[src/rtl/mem_bus_bridge_if.sv]
// ---------------------------------------------------------------------------
// mem_bus_bridge_if
// Bundles the CPU request/response handshake and the Avalon-MM style memory
// bus used by mem_bus_bridge.
//
// Modports:
//   slave  - the bridge's view. The bridge is the slave of the CPU handshake.
//            It receives requests and bus read data, and drives responses,
//            stall and the bus command.
//   master - the environment's view (CPU plus memory slave). It drives
//            requests, waitrequest and read data, and observes everything
//            else.
//
// Signals:
//   req_valid/req_write/req_size/req_addr/req_wdata : CPU access request
//   req_ready                                       : bridge can accept
//   resp_valid/resp_rdata/resp_err                  : completion pulse + data
//   stall                                           : CPU must hold its state
//   avm_address/avm_read/avm_write/avm_byteenable/
//   avm_writedata                                   : bus command
//   avm_waitrequest/avm_readdata                    : bus slave response
// ---------------------------------------------------------------------------
interface mem_bus_bridge_if;
   logic        req_valid;
   logic        req_write;
   logic [1:0]  req_size;
   logic [31:0] req_addr;
   logic [31:0] req_wdata;
   logic        req_ready;
   logic        resp_valid;
   logic [31:0] resp_rdata;
   logic        resp_err;
   logic        stall;
   logic [31:0] avm_address;
   logic        avm_read;
   logic        avm_write;
   logic [3:0]  avm_byteenable;
   logic [31:0] avm_writedata;
   logic        avm_waitrequest;
   logic [31:0] avm_readdata;

   modport slave (
      input  req_valid, req_write, req_size, req_addr, req_wdata,
      input  avm_waitrequest, avm_readdata,
      output req_ready, resp_valid, resp_rdata, resp_err, stall,
      output avm_address, avm_read, avm_write, avm_byteenable, avm_writedata
   );

   modport master (
      output req_valid, req_write, req_size, req_addr, req_wdata,
      output avm_waitrequest, avm_readdata,
      input  req_ready, resp_valid, resp_rdata, resp_err, stall,
      input  avm_address, avm_read, avm_write, avm_byteenable, avm_writedata
   );
endinterface

[src/rtl/mem_bus_bridge.sv]
// ---------------------------------------------------------------------------
// mem_bus_bridge
// Converts single CPU load/store requests (byte, halfword, word; any byte
// address) into word-aligned memory bus commands with byte enables and
// lane-replicated write data. Load data is shifted back down and
// zero-extended. Misaligned or illegal-size accesses are rejected without
// touching the bus. A bus command stalled by waitrequest for TIMEOUT cycles
// is abandoned with an error response.
//
// Parameters:
//   TIMEOUT - maximum number of waitrequest cycles before an access aborts
//             (must be at least 1)
//
// Ports:
//   clk   - single clock, rising edge
//   reset - asynchronous reset, active low
//   bus   - mem_bus_bridge_if.slave (CPU handshake plus memory bus)
// ---------------------------------------------------------------------------
module mem_bus_bridge #(
   parameter int TIMEOUT = 255
) (
   input  logic             clk,
   input  logic             reset,
   mem_bus_bridge_if.slave  bus
);

   typedef enum logic [1:0] {
      IDLE = 2'd0,
      BUS  = 2'd1,
      RESP = 2'd2
   } state_t;

   localparam int CW = (TIMEOUT < 2) ? 1 : $clog2(TIMEOUT + 1);
   localparam logic [CW-1:0] LAST_WAIT = CW'(TIMEOUT - 1);

   state_t        state;
   logic [CW-1:0] wait_cnt;
   logic [1:0]    lane;
   logic [1:0]    size;
   logic          write;

   logic          misaligned;
   logic          illegal;
   logic [3:0]    be_next;
   logic [31:0]   wd_next;
   logic [31:0]   rd_shift;
   logic [31:0]   rd_masked;
   logic          timeout_hit;

   // Handshake outputs. stall is released in the RESP cycle because the
   // result is already on resp_rdata/resp_err then, so the CPU can take it and
   // move on. It is also forced low while reset is held.
   assign bus.req_ready = (state == IDLE);
   assign bus.stall     = reset & ((state == BUS) | (bus.req_valid & (state == IDLE)));

   // Request decode: alignment check, byte enables and lane-replicated store
   // data, all worked out from the live request so they can be registered at
   // acceptance.
   always_comb begin
      misaligned = ((bus.req_size == 2'b01) && bus.req_addr[0]) ||
                   ((bus.req_size == 2'b10) && (bus.req_addr[1:0] != 2'b00));
      illegal    = (bus.req_size == 2'b11);
      be_next    = 4'b0000;
      wd_next    = bus.req_wdata;
      case (bus.req_size)
         2'b00: begin
            be_next = 4'b0001 << bus.req_addr[1:0];
            wd_next = {4{bus.req_wdata[7:0]}};
         end
         2'b01: begin
            be_next = 4'b0011 << bus.req_addr[1:0];
            wd_next = {2{bus.req_wdata[15:0]}};
         end
         2'b10: begin
            be_next = 4'b1111;
            wd_next = bus.req_wdata;
         end
         default: begin
            be_next = 4'b0000;
            wd_next = bus.req_wdata;
         end
      endcase
   end

   // Load data return path: move the addressed lane down to bit 0 and drop
   // everything above the access size so the result is zero-extended.
   always_comb begin
      rd_shift  = bus.avm_readdata >> {lane, 3'b000};
      rd_masked = rd_shift;
      case (size)
         2'b00:   rd_masked = {24'h000000, rd_shift[7:0]};
         2'b01:   rd_masked = {16'h0000, rd_shift[15:0]};
         default: rd_masked = rd_shift;
      endcase
      timeout_hit = (wait_cnt == LAST_WAIT);
   end

   // Main controller. All bus and response outputs are registered here, so
   // the bus command stays stable for as long as the slave holds waitrequest.
   // The timeout check fires on the wait cycle that would bring the counter
   // to TIMEOUT, which leaves the command on the bus for exactly TIMEOUT
   // cycles. A completion in the same cycle takes priority over the timeout.
   always_ff @(posedge clk or negedge reset) begin
      if (!reset) begin
         state              <= IDLE;
         wait_cnt           <= '0;
         lane               <= 2'b00;
         size               <= 2'b00;
         write              <= 1'b0;
         bus.resp_valid     <= 1'b0;
         bus.resp_err       <= 1'b0;
         bus.resp_rdata     <= 32'h0;
         bus.avm_address    <= 32'h0;
         bus.avm_read       <= 1'b0;
         bus.avm_write      <= 1'b0;
         bus.avm_byteenable <= 4'b0000;
         bus.avm_writedata  <= 32'h0;
      end else begin
         case (state)
            IDLE: begin
               bus.resp_valid <= 1'b0;
               if (bus.req_valid) begin
                  lane  <= bus.req_addr[1:0];
                  size  <= bus.req_size;
                  write <= bus.req_write;
                  if (misaligned || illegal) begin
                     state          <= RESP;
                     bus.resp_valid <= 1'b1;
                     bus.resp_err   <= 1'b1;
                     bus.resp_rdata <= 32'h0;
                  end else begin
                     state              <= BUS;
                     wait_cnt           <= '0;
                     bus.avm_address    <= {bus.req_addr[31:2], 2'b00};
                     bus.avm_read       <= ~bus.req_write;
                     bus.avm_write      <= bus.req_write;
                     bus.avm_byteenable <= be_next;
                     bus.avm_writedata  <= wd_next;
                  end
               end
            end
            BUS: begin
               if (!bus.avm_waitrequest) begin
                  state          <= RESP;
                  bus.avm_read   <= 1'b0;
                  bus.avm_write  <= 1'b0;
                  bus.resp_valid <= 1'b1;
                  bus.resp_err   <= 1'b0;
                  if (!write) begin
                     bus.resp_rdata <= rd_masked;
                  end
               end else if (timeout_hit) begin
                  state          <= RESP;
                  wait_cnt       <= wait_cnt + 1'b1;
                  bus.avm_read   <= 1'b0;
                  bus.avm_write  <= 1'b0;
                  bus.resp_valid <= 1'b1;
                  bus.resp_err   <= 1'b1;
                  bus.resp_rdata <= 32'h0;
               end else begin
                  wait_cnt <= wait_cnt + 1'b1;
               end
            end
            RESP: begin
               bus.resp_valid <= 1'b0;
               state          <= IDLE;
            end
            default: begin
               bus.resp_valid <= 1'b0;
               state          <= IDLE;
            end
         endcase
      end
   end

endmodule
[src/flat_wrapper.sv]
// flat-port wrapper written by rule: the top's interface ports become plain ports
module mem_bus_bridge_flat 
#(
   parameter int TIMEOUT = 255
)
  (clk, reset, bus_req_valid, bus_req_write, bus_req_size, bus_req_addr, bus_req_wdata, bus_avm_waitrequest, bus_avm_readdata, bus_req_ready, bus_resp_valid, bus_resp_rdata, bus_resp_err, bus_stall, bus_avm_address, bus_avm_read, bus_avm_write, bus_avm_byteenable, bus_avm_writedata);
  mem_bus_bridge_if bus_i ();
  input  logic clk;
  input  logic reset;
  input wire logic [$bits(bus_i.req_valid)-1:0] bus_req_valid;
  input wire logic [$bits(bus_i.req_write)-1:0] bus_req_write;
  input wire logic [$bits(bus_i.req_size)-1:0] bus_req_size;
  input wire logic [$bits(bus_i.req_addr)-1:0] bus_req_addr;
  input wire logic [$bits(bus_i.req_wdata)-1:0] bus_req_wdata;
  input wire logic [$bits(bus_i.avm_waitrequest)-1:0] bus_avm_waitrequest;
  input wire logic [$bits(bus_i.avm_readdata)-1:0] bus_avm_readdata;
  output wire logic [$bits(bus_i.req_ready)-1:0] bus_req_ready;
  output wire logic [$bits(bus_i.resp_valid)-1:0] bus_resp_valid;
  output wire logic [$bits(bus_i.resp_rdata)-1:0] bus_resp_rdata;
  output wire logic [$bits(bus_i.resp_err)-1:0] bus_resp_err;
  output wire logic [$bits(bus_i.stall)-1:0] bus_stall;
  output wire logic [$bits(bus_i.avm_address)-1:0] bus_avm_address;
  output wire logic [$bits(bus_i.avm_read)-1:0] bus_avm_read;
  output wire logic [$bits(bus_i.avm_write)-1:0] bus_avm_write;
  output wire logic [$bits(bus_i.avm_byteenable)-1:0] bus_avm_byteenable;
  output wire logic [$bits(bus_i.avm_writedata)-1:0] bus_avm_writedata;
  assign bus_i.req_valid = bus_req_valid;
  assign bus_i.req_write = bus_req_write;
  assign bus_i.req_size = bus_req_size;
  assign bus_i.req_addr = bus_req_addr;
  assign bus_i.req_wdata = bus_req_wdata;
  assign bus_i.avm_waitrequest = bus_avm_waitrequest;
  assign bus_i.avm_readdata = bus_avm_readdata;
  assign bus_req_ready = bus_i.req_ready;
  assign bus_resp_valid = bus_i.resp_valid;
  assign bus_resp_rdata = bus_i.resp_rdata;
  assign bus_resp_err = bus_i.resp_err;
  assign bus_stall = bus_i.stall;
  assign bus_avm_address = bus_i.avm_address;
  assign bus_avm_read = bus_i.avm_read;
  assign bus_avm_write = bus_i.avm_write;
  assign bus_avm_byteenable = bus_i.avm_byteenable;
  assign bus_avm_writedata = bus_i.avm_writedata;
  mem_bus_bridge #(.TIMEOUT(TIMEOUT)) u_core (.clk(clk), .reset(reset), .bus(bus_i));
endmodule
[config.mk]
export PLATFORM = sky130hd
export DESIGN_NAME = mem_bus_bridge_flat
export DESIGN_NICKNAME = d
export VERILOG_FILES = /design/src/rtl/mem_bus_bridge_if.sv /design/src/rtl/mem_bus_bridge.sv /design/src/flat_wrapper.sv
export SDC_FILE = /design/constraint.sdc
export NUM_CORES = 1
export LEC_CHECK = 0
export ABC_AREA = 1
export ABC_CLOCK_PERIOD_IN_PS = 1500
export CAP_MARGIN = 20
export CORE_MARGIN = 1.5
export CORE_UTILIZATION = 37
export CTS_CLUSTER_DIAMETER = 100
export DETAILED_ROUTE_END_ITERATION = 8
export MAX_ROUTING_LAYER = met4
export PLACE_DENSITY = 0.71
export SLEW_MARGIN = 0
export SYNTH_ARGS = -nofsm -noshare
export SYNTH_HDL_FRONTEND = slang
export SYNTH_SLANG_ARGS = --single-unit
[constraint.sdc]
create_clock -name clk -period 1.5 [get_ports clk]
set_input_delay 0.375 -clock clk [delete_from_list [all_inputs] [get_ports clk]]
set_output_delay 0.375 -clock clk [all_outputs]
set_load 0.03 [all_outputs]
==> qor.yml <==
status:
  status: "finished with violations"
  violations: "negative setup slack"
cells_and_area:
  final_nets: 1147
  fin_cells: 1242
  synthToLayoutAreaGrowth_pct: 85.4
  post-route-util_pct: 70.2
  drive_above_1_share_pct: 40.4
  fill_cells: 1116
setup_path:
  arrival_ps: 1400
  critPathKind: "reg -> out"
  reg2reg_depth: 11
  crit_path_end_kind: "primary output"
  regToRegStartpoint: "u_core.state[0]$_DFFE_PN0P_"
  reg2reg_to: "u_core.bus.resp_rdata[17]$_DFFE_PN0P_"
  required_ps: 1120
  critPathMaxFanout: 2
  start_kind: "register"
  r2r_setup_slack_ps: -240
synthesis:
  synth_area_sq_um: 5730
  yosysTopAreaCell: "dfrtp_1"
  yosys_warnings: 0
  synth_edf_count: 0
  synthesis.instances: 752
  synth-simple-area-share_pct: 35.4
  synth_xor_xnor_area_share_pct: 0.611
  synth.area.top_cells: "dfrtp_1, nand2_1, nand3_1"
  synth-seq-cells: 117
  synth_top_family_by_area: "simple AND/OR/NAND/NOR gates"
  seq_area_frac_synth_pct: 51.1
  yosysMostFrequentCell: "nand2_1"
  avgSynthCellArea_sq_um: 7.62
  yosys_most_used_dff: "dfrtp_1"
  yosys-top-cells-count: "nand2_1, dfrtp_1, nand3_1"
  synth_top_area_share_pct: 51.1
  synthAdderAreaFrac_pct: 0.436
  synth.area.mux_share_pct: 0
  synthArstFlopShare_pct: 100
  synth_compound_area_share_pct: 6.66
  synth.distinct_cells: 35
global_route:
  met1_usage_pct: 29.0
  grt_pass1_wl_um: 28900
  grt_pass1_vias: 5825
  grt_max_degree: 118
  track_usage_pct: 23.3
  use_met3_pct: 6.24
  gr-max-usage-layer: "met2"
  met2_usage_pct: 36.8
  antenna_found_initial: 1
  grt_overflow: 0
cts:
  cts_buffers: 17
  cts_root_buf: "clkbuf_16"
  insertion_delay_ps: 410
  clock_path_buffers: 2
  cts_hold_buf: 0
  htree_levels: 4
  cts_sinks: 117
  tritoncts: "done"
  clk_pin_slew_ps: 60
floorplanning:
  core-area_sq_um: 15100
  start_util_pct: 37.9
  num_rows: 45
  ioPinCount: 209
  die_x_um: 127
  die_h_um: 127
  dieArea_sq_um: 16200
power_and_ir_drop:
  peakVddDrop_uv: 1120
  p_per_area_nw_per_um2: 1930
  power_frac_clock_pct: 19.2
  switching_share_pct: 43.5
  p_leak_nw: 5.13
  p_int_mw: 11.6
  power_frac_seq_pct: 25.3
  p_sw_mw: 8.91
  comb_power_share_pct: 55.4
timing:
  fin_crit_ps: 1780
  drv_slew: 0
  worst_slack_ps: -279
  period_share_pct: 119
  worst_pin_slew_ps: 643
  setup_viol: 105
  hold_viol: 0
  fmax_mhz: 562
  fin_skew_ps: 7.67
  finalSetupTns_ps: -16530
  grt_setup_unrepaired: "yes"
  timing.slew.headroom_pct: 57.1
detailed_routing:
  drt-initial-drc-count: 442
  num_vias: 6360
  vias_per_cell: 5.12
  wl_um: 21100
  drt.antenna.violating_nets: 0
  wl_per_cell_um: 17.0
  post-route-drc-count: 0
  dr.pass1.iters: 5
placement:
  dp_cells: 1160
  numPortBuffers: 206
  place.gp.congestion: 0.865
  dp_hpwl_um: 12100
hold_path:
  hold_path.class: "in -> async"
job:
  maxCapViolCount: 0
cell families (layout without fill, tap and decap cells):
group           after synthesis  count (layout)
simple gates                485             489
flops                       117             117
compound gates               74              74
buf+inv                      69             365
xor+xnor                      4               4
fa+ha+maj                     2               2
other cells                   1               3
power groups by stage:
| stage | registers [mW] | clock network, mW | logic [mW] |
|---|---|---|---|
| floorplan | 6.87 | 0 | 2.94 |
| global placement | 4.98 | 0 | 8.59 |
| detailed placement | 4.99 | 0 | 8.69 |
| CTS | 4.99 | 3.97 | 9.35 |
| global route | 5.31 | 4.13 | 12.0 |
| finish | 5.19 | 3.94 | 11.3 |
stage by stage:
stage	power, mW	cell area (sq um)	worst slack [ps]	hold slack, ps
after floorplan	9.81	5760	-102	79.4
after global placement	13.6	8430	-519	453
after detailed placement	13.7	8430	-586	458
after CTS	18.3	9420	-276	142
after global routing	21.5	10600	-333	157
final	20.5	10600	-279	88.6
metal layers:
metal / routed length [um] / part of all wire, %
met1: 8690 / 41
met2: 10400 / 49
met3: 1480 / 7.0
met4: 535 / 2.5
met5: 0 / 0
repair_timing:
item / CTS / global route
resized for setup: 302 / 293
pin swaps: 7 / 61
cloned: 6 / 21
endpoints found under the hold margin: 0 / 0
setup buffers: 11 / 14
endpoints found under the setup margin: 142 / 112
worst max-delay path by stage:
| stage | start | endpoint | cells after the start |
|---|---|---|---|
| after floorplan | u_core.state[0]$_DFFE_PN0P_ | bus_stall | 4 |
| after global placement | bus_req_size[0] | u_core.bus.resp_rdata[15]$_DFFE_PN0P_ | 10 |
| after global routing | u_core.state[0]$_DFFE_PN0P_ | bus_stall | 5 |
| final | u_core.state[0]$_DFFE_PN0P_ | bus_stall | 5 |
| after CTS | u_core.state[1]$_DFFE_PN0P_ | bus_stall | 5 |
| after detailed placement | bus_req_size[0] | u_core.bus.resp_rdata[2]$_DFFE_PN0P_ | 10 |
sequential cells by signal (all words and copies together), names as in the netlist:
| register | count |
|---|---|
| u_core.bus.avm_writedata | 32 |
| u_core.bus.avm_read | 1 |
| u_core.bus.resp_valid | 1 |
| u_core.state | 2 |
| u_core.bus.avm_write | 1 |
| u_core.bus.avm_byteenable | 4 |
| u_core.bus.resp_err | 1 |
| u_core.write | 1 |
| u_core.lane | 2 |
| u_core.wait_cnt | 8 |
| u_core.size | 2 |
| u_core.bus.avm_address | 30 |
| u_core.bus.resp_rdata | 32 |
worst max-delay path, cell delays in order, from the launching register on:
cell and delay, ps:
dfrtp_1 390, buf_6 120, nor2_4 120, nand2_4 80
a21boi_4 150, buf_12 130
cell type report:
class	instances	area, sq um	area share [%]
clock buffer	21	460	4.33
sequential	117	2930	27.6
antenna	1	2.50	0.0235
timing repair inverter	2	20.0	0.188
timing repair buffer	305	3440	32.4
inverter	28	119	1.12
clock inverter	9	105	0.989
multi-input combinational	571	3320	31.2
tap	188	235	2.21
cell usage in the layout (no fill, tap or decap), types with 20 or more instances in the layout:
cell type        netlist  final
nand2_1              361    249
dfrtp_1              117    117
clkdlybuf4s50_1        0    100
nand2_2                2     80
clkdlybuf4s15_2        0     72
buf_4                  4     51
nand2_4                3     34
nand3_1               58     32
clkbuf_16              0     31
nor2_1                33     27
buf_12                 0     22
nand3_2                0     21
o21ai_0               50     20
buf_6                  4     20
(Power assumes the default switching activity.)
